`src/rtl/muldiv_sched_ctrl.sv`:
```
// Round-robin scheduler and sequencer for the shared iterative multiply/divide datapath.
// Grants one of two requesters, loads operands, steps the datapath, and pulses done.
module muldiv_sched_ctrl #(
  parameter int WIDTH = 32,
  parameter int CNT_W = 6
) (
  input  logic       clk,
  input  logic       Reset,
  input  logic [1:0] req,
  input  logic [1:0] op,
  output logic [1:0] gnt,
  output logic [1:0] done,
  output logic       busy,
  output logic       sel,
  input  logic       LSB,
  input  logic       Rem_sign,
  output logic       W_ctrl,
  output logic [5:0] ALU_ctrl,
  output logic       SRL_ctrl,
  output logic       SLL_ctrl,
  output logic       Qbit,
  output logic       Restore_ctrl
);

  localparam logic [5:0] ALU_IDLE = 6'b000000;
  localparam logic [5:0] ALU_ADD  = 6'b001001;
  localparam logic [5:0] ALU_SUB  = 6'b001010;
  localparam logic [CNT_W-1:0] LAST_ITER = CNT_W'(WIDTH - 1);

  typedef enum logic [2:0] {
    S_IDLE,
    S_LOAD,
    S_MUL_STEP,
    S_DIV_SHIFT,
    S_DIV_SUB,
    S_DIV_CHK,
    S_DONE
  } state_t;

  state_t           state, state_next;
  logic [CNT_W-1:0] cnt, cnt_next;
  logic             ptr, ptr_next;
  logic             sel_q, sel_next;
  logic             op_q, op_next;
  logic             pick;
  logic [1:0]       sel_onehot;

  always_ff @(posedge clk or posedge Reset) begin
    if (Reset) begin
      state <= S_IDLE;
      cnt   <= '0;
      ptr   <= 1'b0;
      sel_q <= 1'b0;
      op_q  <= 1'b0;
    end else begin
      state <= state_next;
      cnt   <= cnt_next;
      ptr   <= ptr_next;
      sel_q <= sel_next;
      op_q  <= op_next;
    end
  end

  // A lone requester wins outright; on contention the pointer decides.
  assign pick       = (req == 2'b10) ? 1'b1 : ((req == 2'b11) ? ptr : 1'b0);
  assign sel_onehot = sel_q ? 2'b10 : 2'b01;

  always_comb begin
    state_next   = state;
    cnt_next     = cnt;
    ptr_next     = ptr;
    sel_next     = sel_q;
    op_next      = op_q;
    gnt          = 2'b00;
    done         = 2'b00;
    busy         = 1'b1;
    sel          = sel_q;
    W_ctrl       = 1'b0;
    ALU_ctrl     = ALU_IDLE;
    SRL_ctrl     = 1'b0;
    SLL_ctrl     = 1'b0;
    Qbit         = 1'b0;
    Restore_ctrl = 1'b0;
    case (state)
      S_IDLE: begin
        busy = 1'b0;
        sel  = 1'b0;
        if (|req) begin
          sel_next   = pick;
          op_next    = op[pick];
          state_next = S_LOAD;
        end
      end
      S_LOAD: begin
        W_ctrl     = 1'b1;
        gnt        = sel_onehot;
        cnt_next   = '0;
        ptr_next   = ~sel_q;
        state_next = op_q ? S_DIV_SHIFT : S_MUL_STEP;
      end
      S_MUL_STEP: begin
        SRL_ctrl = 1'b1;
        ALU_ctrl = LSB ? ALU_ADD : ALU_IDLE;
        cnt_next = cnt + 1'b1;
        if (cnt == LAST_ITER) state_next = S_DONE;
      end
      S_DIV_SHIFT: begin
        SLL_ctrl   = 1'b1;
        state_next = S_DIV_SUB;
      end
      S_DIV_SUB: begin
        ALU_ctrl   = ALU_SUB;
        state_next = S_DIV_CHK;
      end
      S_DIV_CHK: begin
        // A negative remainder is restored in the same cycle the zero quotient bit shifts in.
        SLL_ctrl = 1'b1;
        Qbit     = ~Rem_sign;
        if (Rem_sign) begin
          ALU_ctrl     = ALU_ADD;
          Restore_ctrl = 1'b1;
        end
        cnt_next   = cnt + 1'b1;
        state_next = (cnt == LAST_ITER) ? S_DONE : S_DIV_SUB;
      end
      S_DONE: begin
        done       = sel_onehot;
        state_next = S_IDLE;
      end
      default: begin
        busy       = 1'b0;
        sel        = 1'b0;
        state_next = S_IDLE;
      end
    endcase
  end

endmodule
```
`config.mk`:
```
export PLATFORM = sky130hd
export DESIGN_NAME = muldiv_sched_ctrl
export DESIGN_NICKNAME = d
export VERILOG_FILES = /design/src/rtl/muldiv_sched_ctrl.sv
export SDC_FILE = /design/constraint.sdc
export NUM_CORES = 1
export LEC_CHECK = 0
export ABC_AREA = 1
export BUFFER_PORTS_ARGS = -buffer_cell sky130_fd_sc_hd__buf_4
export CAP_MARGIN = 30
export CORE_MARGIN = 2
export CORE_UTILIZATION = 35
export CTS_CLUSTER_DIAMETER = 80
export CTS_CLUSTER_SIZE = 16
export DETAILED_ROUTE_END_ITERATION = 6
export GPL_ROUTABILITY_DRIVEN = 1
export GPL_TIMING_DRIVEN = 0
export PLACE_DENSITY = 0.59
export SLEW_MARGIN = 20
export SYNTH_ARGS = -nofsm -noshare
export SYNTH_HDL_FRONTEND = slang
export SYNTH_SLANG_ARGS = --single-unit
export TNS_END_PERCENT = 10
```
`constraint.sdc`:
```
create_clock -name clk -period 1.79 [get_ports clk]
set_clock_uncertainty 0.15 [all_clocks]
set_input_delay 0.0895 -clock clk [delete_from_list [all_inputs] [get_ports clk]]
set_output_delay 0.0895 -clock clk [all_outputs]
set_load 0.1 [all_outputs]
```
Word-level counts from Yosys, hierarchy flattened. Cells that the tools add are included.

Bits of input ports: 8. Flip-flop bits (word level): 12. Output and inout port bits: 17.

Bitwise gates (word level): 2. Reduce and logical (&&, ||, !) cells: 8. $lt $le $gt $ge: 1. Muxes and demuxes: 24. Equal/unequal tests: 11. Add/subtract/negate cells: 1.

Operators with widths (number): 3-bit one-hot mux with 6 select lines (1); 1-bit two-way mux (13); 4-bit one-hot mux with 3 select lines (1); 6-bit one-hot mux with 2 select lines (1); 3-bit == test (second input constant) (3); 2-bit two-way mux (4); 4-bit two-way mux (2); 6-bit by 1-bit adder with 6-bit output (second input constant) (1); 3-bit by 2-bit == test with 1-bit output (second input constant) (2); 6-bit by 5-bit == test with 1-bit output (second input constant) (1); 3-bit two-way mux (2); 2-bit OR reduction (3); 6-bit OR reduction (1); 2-bit == test (second input constant) (2); 2-bit != test (second input constant) (2); 2-bit AND reduction (2); 3-bit by 1-bit == test with 1-bit output (second input constant) (1); 3-bit logical NOT (1); 1-bit by 2-bit less-than comparator with 1-bit output (second input constant) (1); 1-bit inverter (2); 2-bit nonzero test (1).

Depth between registers and ports, before layout.
Word-level depth: 5. Mapped depth: 8. Mapped depth without buffers: 8.

Worst setup path after synthesis. Ideal clock, no wire load.

Path type: register -> output. From: register state[1]. To: output ALU_ctrl[3]. Cell stages (with the launch flop): 7. Path slack: -1411 ps. Data arrival time: 2961 ps. Buffers on the path: 0. Data required time: 1551 ps. Cells stage by stage: dfrtp_1 > inv_1 > ha_1 > nand2_2 > nor2_1 > inv_1 > nand3_1.

Longest elaborated chain between the ends: 2. Elaborated cells between the ends (all ways): 4.

RTL lines: start: declaration (line 40) `state_t state, state_next;`; start signal: assignment (line 56) `state <= state_next;`; 3-bit == test / 3-bit by 2-bit == test with 1-bit output (equally long branches) (line 84) `case (state)`; 4-bit one-hot mux with 3 select lines * (line 84); end: declaration (line 18) `output logic [5:0] ALU_ctrl,`.

Every way passes the cells marked *; elsewhere a longest branch is shown, timed or not.

Worst setup path in the final report.
From: register state[1]. To: output sel.

Longest elaborated chain between the ends: 3. Elaborated cells between the ends (all ways): 8.

RTL lines: 3-bit == test (tied with other cells) (line 84); 6-bit OR reduction (no source line) *; 1-bit two-way mux * (line 84); end: declaration (line 14) `output logic sel,`.

Marks and branches as above.

==> flow_summary.json <==
{
  "status": "completed",
  "vias": 819,
  "final_cells": 186,
  "area.growth.synth_to_final_pct": 51.11,
  "core-area_um2": 2233,
  "slowest_stage": "dfrtp_2",
  "rsz0062_at_grt": "yes",
  "hpwl_um": 1438,
  "drt-vias-per-instance": 4.403,
  "yosysMostFrequentCell": "nand2_1",
  "finalMaxSlewViolations": 0,
  "clockBufferDepth": 2,
  "drt_iter0_drc": 8,
  "reg2reg_from": "state[0]$_DFFE_PP0P_",
  "synth-edff-count": 0,
  "yosysTopAreaCellShare_pct": 35.66,
  "globalplace.congestion": 0.7949,
  "hp-class": "input pin to flop",
  "h-tree-depth": 1,
  "grt_max_degree": 13,
  "ys_warn_count": 0,
  "die_x_um": 53.05,
  "ys_types": 21,
  "reg2reg_depth": 9,
  "period_minus_slack_ns": 1.763,
  "dp_cells": 177,
  "clock_latency_ns": 0.27,
  "gr-total-overflow": 0,
  "ys_ff_latch": 12,
  "worstPathRequired_ns": 1.55,
  "synth_common_cells": "nand2_1, inv_1, nand3_1, nor2_1, dfrtp_1",
  "synthArstFlopShare_pct": 100.0,
  "path_max_fanout": 4,
  "worstPathCellList": "inv_2 -> ha_4 -> nand2_2 -> a31oi_2 -> buf_6",
  "maxCapViolCount": 0,
  "cts_tree": "yes",
  "ios": 25,
  "drive_gt1_share_pct": 37.97,
  "timing.critical_path.from": "state[1]$_DFFE_PP0P_",
  "endpoint": "sel",
  "track_usage_pct": 15.11,
  "final_core_util_pct": 56.97,
  "r2r-end": "state[1]$_DFFE_PP0P_",
  "end_kind": "primary output",
  "drc": 0,
  "root_buffer": "clkbuf_4",
  "cts_num_sinks": 12,
  "min_period_over_period_pct": 98.47,
  "final_nets": 173,
  "antenna_found_initial": 0,
  "wl_per_cell_um": 10.34,
  "max_freq_mhz": 567.4,
  "regToRegSetupSlack_ns": 0.23,
  "synth_top_cell_by_area": "dfrtp_1",
  "dieArea_um2": 2814,
  "seq_area_frac_synth_pct": 35.66,
  "die_h_um": 53.05,
  "slowest_delay_ns": 0.45,
  "routed_wl_um": 1923,
  "crit_path_start_kind": "flop",
  "rows": 17,
  "syn_inst": 126,
  "syn_area_um2": 842.1,
  "ant_nets": 0,
  "path_clk_slew_ns": 0.07,
  "diodes": 0,
  "port_buffers": 21,
  "hold_viol": 0,
  "dr.pass1.iters": 4,
  "crit_type": "flop to primary output",
  "grt_pass1_vias": 700,
  "fin_hold_ws_ns": 0.01314,
  "arrival_ns": 1.52,
  "ys_top_cells_by_area": "dfrtp_1, nand2_1, nand3_1",
  "initial_core_util_pct": 37.70,
  "synthFlopType": "dfrtp_1",
  "setup_violations": 0,
  "grt_pass1_wl_um": 3015,
  "cts_buffers": 3,
  "avgSynthCellArea_um2": 6.683
}
[critical path: cells and delay by family (launching register included)]
kind                       cells  cell delay [ns]
DFF                            1             0.45
buffers and inverters          2             0.34
AOI/OAI and AO/OA              1             0.20
adders and majority gates      1             0.16
and+or+nand+nor                1             0.10
[cell type report]
type,instances,area [µm²]
flip-flops and latches,12,301.5
plain buffers,3,22.52
fillers,218,960.9
repair buffers,27,267.8
well taps,28,35.03
inverters,24,90.09
multi-input cells,89,533.0
clock buffers,3,22.52
[worst min path at each step]
| stage | cells past startpoint | endpoint | start | slack (ns) |
|---|---|---|---|---|
| 2_1_floorplan | 1 | cnt[0]$_DFFE_PP0P_ | Reset | -0.20 |
| 3_3_place_gp | 2 | cnt[2]$_DFFE_PP0P_ | Reset | 0.003 |
| 3_5_place_dp | 2 | ptr$_DFFE_PP0N_ | Reset | -0.0008 |
| 4_1_cts | 3 | sel_q$_DFFE_PP0P_ | req[1] | 0.004 |
| 5_1_grt | 3 | sel_q$_DFFE_PP0P_ | req[1] | 0.03 |
| 6_report | 3 | sel_q$_DFFE_PP0P_ | req[1] | 0.01 |
[cells by family (layout without fill, tap and decap cells)]
kind of cell / Yosys count / count (layout) / share of synthesized area, %
other: 1 / 3 / 0.4453
AO/OA/AOI/OAI: 12 / 12 / 7.875
AND/OR/NAND/NOR: 69 / 69 / 35.22
buffers and inverters: 27 / 57 / 13.37
flip-flops: 12 / 12 / 35.66
adder cells (fa/ha/maj): 5 / 5 / 7.429
[sequential cells by signal, summed over array words and instances (netlist names)]
name and cells:
cnt 6, sel_q 1, ptr 1, op_q 1
state 3
[layer usage]
layer | share of wire (%) | wire, µm | up-vias | global-route usage, %
li1 | - | - | 455 | -
met1 | 46 | 892 | 350 | 18.21
met2 | 50 | 963 | 10 | 25.62
met3 | 2.5 | 48 | 4 | 5.085
met4 | 0.99 | 19 | 0 | 3.846
met5 | 0 | 0 | - | 0
[cell usage in the layout (no fill, tap or decap), drive strengths merged]
cell type,n
a21oi,2
ha,5
conb,3
buf,27
nor3,2
nor2,16
or2,1
nand2,35
clkbuf,3
a31oi,1
nand3,14
dlygate4sd3,3
clkinv,1
nand4,1
inv,23
dfrtp,12
o21ai,8
o22ai,1
[through the flow]
| stage | instance area (µm²) | setup WS (ns) | setup TNS (ns) |
|---|---|---|---|
| 6_report | 1272 | 0.02744 | 0 |
| 5_1_grt | 1272 | -0.02009 | -0.04043 |
| 4_1_cts | 1212 | -0.01665 | -0.01948 |
| 3_5_place_dp | 1086 | 0.1647 | 0 |
| 3_3_place_gp | 1086 | 0.1933 | 0 |
| 2_1_floorplan | 893.4 | -0.3112 | -2.116 |
[what timing repair did]
item | 4_1_cts | 5_1_grt
pin swaps | 0 | 1
hold endpoints to repair | 13 | 0
buffers inserted | 1 | 2
gates resized for setup | 18 | 10
hold buffers | 3 | 0
endpoints found under the setup margin | 7 | 8
Power is not shown: default switching activity piles up to over one toggle a cycle in this logic, so the estimate is an artifact.
